## src/rtl/tt_factory_test_pkg.sv

```systemverilog
// ---------------------------------------------------------------------------
// tt_factory_test_pkg
// Shared definitions for the factory-test pattern generator:
//   mode_e            operating mode carried in ui_in[1:0]
//   ctrl_t            field view of the ui_in control byte
//   LFSR_TAPS         tap mask for x^8+x^6+x^5+x^4+1 (state bits 7,5,4,3)
//   LFSR_SEED_DEFAULT reset value of the PRBS register
//   lfsr_next()       one left shift of the Fibonacci LFSR
// ---------------------------------------------------------------------------
package tt_factory_test_pkg;

  typedef enum logic [1:0] {
    MODE_LOOP  = 2'b00,
    MODE_COUNT = 2'b01,
    MODE_PRBS  = 2'b10,
    MODE_STEP  = 2'b11
  } mode_e;

  // Bit 7 down to bit 0 of ui_in.
  typedef struct packed {
    logic       step;
    logic       hold;
    logic       hi_sel;
    logic [1:0] presc_sel;
    logic       down;
    mode_e      mode;
  } ctrl_t;

  localparam logic [7:0] LFSR_TAPS         = 8'hB8;
  localparam logic [7:0] LFSR_SEED_DEFAULT = 8'h01;

  // Shift left, XOR of the tapped bits enters at bit 0. A non-zero state
  // never maps to zero for this maximal-length polynomial.
  function automatic logic [7:0] lfsr_next(input logic [7:0] state);
    return {state[6:0], ^(state & LFSR_TAPS)};
  endfunction

endpackage

```

## src/rtl/tt_rst_sync.sv

```systemverilog
// ---------------------------------------------------------------------------
// tt_rst_sync
// Reset synchroniser: asynchronous assertion, synchronous release through
// two flops. rst_i rises on the second clk edge after rst_n is released.
//   clk    input   clock
//   rst_n  input   external reset, asynchronous, active-low
//   rst_i  output  internal reset, active-low
// ---------------------------------------------------------------------------
module tt_rst_sync (
  input  logic clk,
  input  logic rst_n,
  output logic rst_i
);

  logic stage1;
  logic stage2;

  always_ff @(posedge clk or negedge rst_n) begin
    if (!rst_n) begin
      stage1 <= 1'b0;
      stage2 <= 1'b0;
    end else begin
      stage1 <= 1'b1;
      stage2 <= stage1;
    end
  end

  assign rst_i = stage2;

endmodule

```

## src/rtl/tt_um_factory_test_gen2_crnicholson.sv

```systemverilog
// ---------------------------------------------------------------------------
// tt_um_factory_test_gen2_crnicholson
// Factory-test pattern generator: loopback, prescaled up/down counter,
// 8-bit PRBS and a strobe-stepped counter, observed on uo_out and driven
// inverted on the bidirectional pins.
//   clk      input   clock
//   rst_n    input   reset, asynchronous, active-low
//   ena      input   power-good (not used)
//   ui_in    input   [1:0] mode, [2] down, [4:3] prescale sel, [5] high byte,
//                    [6] hold, [7] step strobe
//   uo_out   output  observed data byte (ui_in while rst_n is low)
//   uio_in   input   loopback data
//   uio_out  output  inverted data byte in non-loop modes
//   uio_oe   output  bidirectional enable, 1 = drive
// ---------------------------------------------------------------------------
module tt_um_factory_test_gen2_crnicholson
  import tt_factory_test_pkg::*;
#(
  parameter int         CNT_W     = 16,
  parameter int         DIV_STEP  = 4,
  parameter logic [7:0] LFSR_SEED = LFSR_SEED_DEFAULT
) (
  input  logic       clk,
  input  logic       rst_n,
  input  logic       ena,
  input  logic [7:0] ui_in,
  output logic [7:0] uo_out,
  input  logic [7:0] uio_in,
  output logic [7:0] uio_out,
  output logic [7:0] uio_oe
);

  localparam int PRE_W = 3 * DIV_STEP;

  // A zero seed would lock the LFSR at zero; fall back to the default.
  localparam logic [7:0] SEED_SAFE =
    (LFSR_SEED == 8'h00) ? LFSR_SEED_DEFAULT : LFSR_SEED;

  ctrl_t            ctrl;
  logic             rst_i;
  logic [CNT_W-1:0] cnt;
  logic [PRE_W-1:0] presc;
  logic [PRE_W-1:0] presc_mask;
  logic [7:0]       lfsr;
  logic             step_s1;
  logic             step_s2;
  logic             step_s3;
  logic             tick;
  logic             step_edge;
  logic             cnt_en;
  logic             lfsr_en;
  logic [7:0]       cnt_hi;
  logic [7:0]       data;
  logic             unused_ok;

  assign ctrl      = ctrl_t'(ui_in);
  assign unused_ok = &{1'b0, ena};

  tt_rst_sync u_rst_sync (
    .clk   (clk),
    .rst_n (rst_n),
    .rst_i (rst_i)
  );

  // Tick when the low sel*DIV_STEP prescaler bits are all ones; sel=0 gives
  // an empty mask and therefore a tick every cycle.
  always_comb begin
    presc_mask = '0;
    for (int i = 0; i < PRE_W; i++) begin
      presc_mask[i] = (i < int'(ctrl.presc_sel) * DIV_STEP);
    end
  end

  assign tick      = ((presc & presc_mask) == presc_mask);
  assign step_edge = step_s2 & ~step_s3;

  // Only the active mode's register advances; hold freezes everything.
  always_comb begin
    cnt_en  = 1'b0;
    lfsr_en = 1'b0;
    if (!ctrl.hold) begin
      case (ctrl.mode)
        MODE_COUNT: cnt_en  = tick;
        MODE_PRBS:  lfsr_en = tick;
        MODE_STEP:  cnt_en  = step_edge;
        default:    ;
      endcase
    end
  end

  // Strobe synchroniser and edge flop keep running during hold, so an edge
  // seen while held is consumed rather than replayed afterwards.
  always_ff @(posedge clk or negedge rst_i) begin
    if (!rst_i) begin
      step_s1 <= 1'b0;
      step_s2 <= 1'b0;
      step_s3 <= 1'b0;
    end else begin
      step_s1 <= ctrl.step;
      step_s2 <= step_s1;
      step_s3 <= step_s2;
    end
  end

  always_ff @(posedge clk or negedge rst_i) begin
    if (!rst_i) begin
      presc <= '0;
    end else if (!ctrl.hold) begin
      presc <= presc + PRE_W'(1);
    end
  end

  always_ff @(posedge clk or negedge rst_i) begin
    if (!rst_i) begin
      cnt <= '0;
    end else if (cnt_en) begin
      if (ctrl.down) begin
        cnt <= cnt - CNT_W'(1);
      end else begin
        cnt <= cnt + CNT_W'(1);
      end
    end
  end

  always_ff @(posedge clk or negedge rst_i) begin
    if (!rst_i) begin
      lfsr <= SEED_SAFE;
    end else if (lfsr_en) begin
      lfsr <= lfsr_next(lfsr);
    end
  end

  // High byte reads zero above the counter's top bit.
  generate
    if (CNT_W >= 16) begin : g_hi_full
      assign cnt_hi = cnt[15:8];
    end else if (CNT_W > 8) begin : g_hi_part
      assign cnt_hi = {{(16 - CNT_W){1'b0}}, cnt[CNT_W-1:8]};
    end else begin : g_hi_none
      assign cnt_hi = 8'h00;
    end
  endgenerate

  always_comb begin
    data = ctrl.hi_sel ? cnt_hi : cnt[7:0];
    if (ctrl.mode == MODE_PRBS) begin
      data = lfsr;
    end
  end

  // External reset bypasses straight to ui_in; the pins stay released until
  // the synchronised reset has gone high.
  always_comb begin
    uo_out  = data;
    uio_out = ~data;
    uio_oe  = 8'hFF;
    if (ctrl.mode == MODE_LOOP) begin
      uo_out  = uio_in;
      uio_out = 8'h00;
      uio_oe  = 8'h00;
    end
    if (!rst_i) begin
      uio_out = 8'h00;
      uio_oe  = 8'h00;
    end
    if (!rst_n) begin
      uo_out = ui_in;
    end
  end

endmodule

```

## config.mk

```make
export PLATFORM = sky130hd
export DESIGN_NAME = tt_um_factory_test_gen2_crnicholson
export DESIGN_NICKNAME = d
export VERILOG_FILES = /design/src/rtl/tt_factory_test_pkg.sv /design/src/rtl/tt_rst_sync.sv /design/src/rtl/tt_um_factory_test_gen2_crnicholson.sv
export SDC_FILE = /design/constraint.sdc
export NUM_CORES = 1
export LEC_CHECK = 0
export ABC_AREA = 1
export CAP_MARGIN = 20
export CELL_PAD_IN_SITES_DETAIL_PLACEMENT = 1
export CELL_PAD_IN_SITES_GLOBAL_PLACEMENT = 1
export CORE_MARGIN = 3
export CORE_UTILIZATION = 43
export DETAILED_ROUTE_END_ITERATION = 8
export MAX_ROUTING_LAYER = met4
export PLACE_DENSITY_LB_ADDON = 0.05
export RECOVER_POWER = 100
export SYNTH_ARGS = -nofsm -noshare
export SYNTH_HDL_FRONTEND = slang
export SYNTH_HIERARCHICAL = 1
export SYNTH_SLANG_ARGS = --single-unit
```

## constraint.sdc

```tcl
create_clock -name clk -period 4.5 [get_ports clk]
set_input_delay 0.9 -clock clk [delete_from_list [all_inputs] [get_ports clk]]
set_output_delay 0.9 -clock clk [all_outputs]
set_load 0.03 [all_outputs]
```

## Word level (Yosys, flattened, before mapping)

Index checks and enable logic that the tools add are counted.

- Latch bits: 0
- Memories: 0
- Output and inout port bits: 24
- Input bits: 19
- ROM bits: 0
- Bits in registers: 41
- Bits in writable memories: 0
- Word-level logic and storage cells: 46

- Divide/modulo/power cells: 0
- Shift operators: 0
- Eq/ne operators: 4
- Bitwise gates (word level): 4
- Mux-type cells: 13
- Reduce and logical (&&, ||, !) cells: 2
- $add $sub $neg: 3
- $lt $le $gt $ge: 12
- Multipliers: 0

Operators by type and width:

| cell | number |
|---|---|
| $mux 8 | 8 |
| $add 16x1->16 const B | 1 |
| $lt 3x4->1 const A | 4 |
| $lt 4x4->1 const A | 4 |
| $mux 16 | 1 |
| $sub 16x1->16 const B | 1 |
| $add 12x1->12 const B | 1 |
| $and 12x12->12 | 1 |
| $eq 12x12->1 | 1 |
| $lt 1x4->1 const A | 2 |
| $lt 2x4->1 const A | 2 |
| $not 8->8 | 1 |
| $reduce_xor 8->1 | 1 |
| $eq 2x2->1 const B | 2 |
| $mux 1 | 3 |
| $eq 2x1->1 const B | 1 |
| $logic_not 2->1 | 1 |
| $pmux 1 s2 | 1 |
| $and 1x1->1 | 1 |
| $not 1->1 | 1 |

## Longest topological paths before layout

- Depth after elaboration: 5
- Mapped depth: 11
- Depth with buffers taken out: 11

## Cells and area by module

Netlist, hierarchy kept.

By module, submodules not included:

| module | cells an instance | area an instance (um2) | instances | seq. area each (um2) |
|---|---|---|---|---|
| tt_um_factory_test_gen2_crnicholson | 415 | 2946.6 | 1 | 977.2 |
| tt_rst_sync | 3 | 53.8 | 1 | 50.0 |

## Worst setup path before layout

No wires, ideal clock.

- Kind: flip-flop to output port
- Start: register u_rst_sync.stage2 (netlist: u_rst_sync/rst_i)
- End: output uio_oe[1]
- Required time: 3.600 ns
- Cell stages (with the launch flop): 4
- Buffers on the path: 1
- Path slack: 0.938 ns
- Arrival time: 2.662 ns
- Cells stage by stage: dfrtp_1 -> clkinv_1 -> nor2_1 -> buf_4

- Word-level cells in the longest chain between the ends: 1

RTL lines:

| what | line | RTL |
|---|---|---|
| from (decl) | tt_rst_sync.sv:16 | `logic stage2;` |
| from (signal assigned) | tt_rst_sync.sv:24 | `stage2 <= stage1;` |
| $mux 8 | tt_um_factory_test_gen2_crnicholson.sv:162 | `if (!rst_i) begin` |
| to (decl) | tt_um_factory_test_gen2_crnicholson.sv:30 | `output logic [7:0] uio_oe` |

No other way between the ends.

## Worst setup path after layout

- Start: input ui_in[2]
- End: output uo_out[2]

- Word-level cells in the longest chain between the ends: 1

RTL lines:

| what | line | RTL |
|---|---|---|
| from (decl) | tt_um_factory_test_gen2_crnicholson.sv:26 | `input logic [7:0] ui_in,` |
| $mux 8 | tt_um_factory_test_gen2_crnicholson.sv:166 | `if (!rst_n) begin` |
| to (decl) | tt_um_factory_test_gen2_crnicholson.sv:27 | `output logic [7:0] uo_out,` |

No other way between the ends.

==> reports/qor.yml <==
status: "finished with violations"
violations: "capacitance limit, slew limit"
clk_latency_ns: 0.30
max-cap-violations: 2
postCtsHoldBufs: 0
cts_num_sinks: 41
ios: 43
fin_hold_ws_ns: 0.352
ys_top_cells_by_area: "dfrtp_1, nand2_1, inv_1"
portBuffers: 41
critical_path_class: "in -> out"
core-area_um2: 6570
synth-seq-cells: 41
grt_remaining_overflow: 0
vdd_ir_drop_max_mv: 0.309
drtIter0Drc: 84
cts_setup_buffers: 0
cts_tree: "built"
endpoint_kind: "output port"
cts.clk_slew.worst_paths_ns: 0.07
synth_edf_count: 0
top_layer_used: "met4"
routed_via_density: 4.97
dieArea_um2: 8020
tns_ns: 0
cts_max_level: 2
synth_top_family_by_area: "simple AND/OR/NAND/NOR gates"
rsz0062_at_grt: "false"
final-hold-violation-count: 0
antenna_left: 0
grt_max_degree: 40
wl_met1_um: 3820
cp.arrival_ns: 3.20
async_flop_share_pct: 100
power_density_nw_per_um2: 557
dpl.hpwl_um: 6720
fin_nets: 489
path_cells: "dlygate4sd3_1, clkbuf_1, inv_1, o22ai_1, clkdlybuf4s50_1"
die_h_um: 89.5
leakage_nw: 1.83
drv_slew: 57
met2_length_um: 4290
final_layout_size_suffix_gt1_share_pct: 4.41
antenna_found_initial: 0
synth.top_cell.area_share_pct: 33.4
die_x_um: 89.5
dr_wl_met3_um: 126
finish.instance_area_um2: 3490
syn_inst: 418
period_share_pct: 91.2
diodes: 0
synth_compound_area_share_pct: 10.9
synth_xor_area_share_pct: 6.13
final_util_pct: 53.2
period_minus_slack_ns: 4.10
first_pass_iters: 4
rows: 29
start_util_pct: 45.7
dpl_cell_area_um2: 3440
synthAdderAreaFrac_pct: 6.92
finClkSkew_ns: 0.0100
drc: 0
grt_pass1_vias: 2854
worst_slew_pin_slew_ns: 2.14
synth.area.mux_share_pct: 0
syn_area_um2: 3000
crit_slowest_cell: "clkbuf_1"
ys_types: 38
setup_viol: 0
cts-root-buf: "clkbuf_8"
yosys.area_share.simple_pct: 30.0
grt_pass1_wl_um: 13900
synth_area_leader_cell: "dfrtp_1"
avgSynthCellArea_um2: 7.18
place_congestion: 0.815
synth_nets: 453
cp.required_ns: 3.60
max_slew_margin_pct: -42.5
cts_resized: 0
cp-start-kind: "input port"
via_count: 2716
ys.flop_type: "dfrtp_1"
total_power_w: 0.00195
syn2layout_area_growth_pct: 16.4
cts_buffers: 5
grt_use_total_pct: 23.2
synth_seq_area_share_pct: 34.2
fmax_ghz: 0.244
slowest_delay_ns: 0.73
min_path_type: "reg -> reg"
wire_per_inst_um: 15.2
yosys_warnings: 6
routed_wl_um: 8340
cts_buffer_depth: 2
worstPathMaxFanout: 17
cells by family (layout without fill, tap and decap cells):
kind of cell               count (synthesis)  in the layout
DFF                                       41             41
AOI/OAI and AO/OA                         52             52
other                                      1              1
and+or+nand+nor                          206            206
xor gates and xnor gates                  21             21
buffers and inverters                     81            117
adders and majority gates                 16             16
path summary, 6_finish.rpt:
kind                       slack (ns)          endpoint               from  depth (start not counted)
min                              0.35  u_rst_sync/rst_i  u_rst_sync/stage1                          0
min in group asynchronous        1.00            cnt[8]   u_rst_sync/rst_i                          1
min reg2reg                      0.35  u_rst_sync/rst_i  u_rst_sync/stage1                          0
max in group asynchronous        2.28           lfsr[6]   u_rst_sync/rst_i                          1
max                              0.40         uo_out[2]           ui_in[2]                          5
max reg2reg                      2.03           lfsr[1]           presc[4]                          5
cells in the mapped netlist, types with 3 or more instances:
cell type and n:
o21ai_0 18, nor2_1 25, nand3_1 24, buf_4 8
nor3_1 3, nand3b_1 5, dfrtp_1 40, o21a_1 7
ha_1 15, a21oi_1 8, xor2_1 10, xnor2_1 11
o21ai_1 5, nand2_1 135, nand2_2 3, o22ai_1 7
inv_1 65
report_power, final:
group | total, W | switching (W) | internal, W
sequential | 0.000665 | 0.000156 | 0.000509
clock | 0.000246 | 0.000124 | 0.000122
combinational | 0.00104 | 0.000624 | 0.000412
total | 0.00195 | 0.000904 | 0.00104
state kept, by name, indices dropped and copies added, names as in the netlist:
signal and cells:
lfsr 8, u_rst_sync/rst_i 1, presc 12, step_s1 1, step_s2 1, u_rst_sync/stage1 1, step_s3 1, cnt 16
stage by stage:
step,instances,setup WS [ns]
2_1_floorplan,418,0.938
3_3_place_gp,540,0.608
3_5_place_dp,540,0.543
4_1_cts,547,0.523
5_1_grt,547,0.214
6_report,547,0.396
worst max-delay path, delay by kind of cell:
| family | cells | cell delay (ns) |
|---|---|---|
| AOI/OAI and AO/OA | 1 | 0.20 |
| buffers and inverters | 4 | 2.10 |
placed cells by master, fill, tap and decap left out, types with 5 or more instances in the layout:
cell type,Yosys,routed
a21oi_1,8,8
clkbuf_8,0,6
clkdlybuf4s50_1,0,13
dfrtp_1,40,40
dlygate4sd3_1,0,28
ha_1,15,15
inv_1,65,65
nand2_1,135,135
nand3_1,24,24
nand3b_1,5,5
nor2_1,25,25
nor3_1,3,6
o21a_1,7,7
o21ai_0,18,23
o22ai_1,7,7
xnor2_1,11,11
xor2_1,10,10
layout make-up:
cell class	count	area, µm²
well taps	93	116
fillers	865	3070
repair buffers	43	418
multi-input cells	296	1590
clock buffers	7	86.3
flip-flops and latches	41	1030
inverters	67	251
metal layers:
layer  track usage (%)  vias to the layer above
met5                 -                        -
met4              5.28                        0
met3              3.32                       12
met2              39.5                       17
met1              29.1                     1315
li1                  -                     1372
No activity file was read; power rests on OpenSTA's default activity.
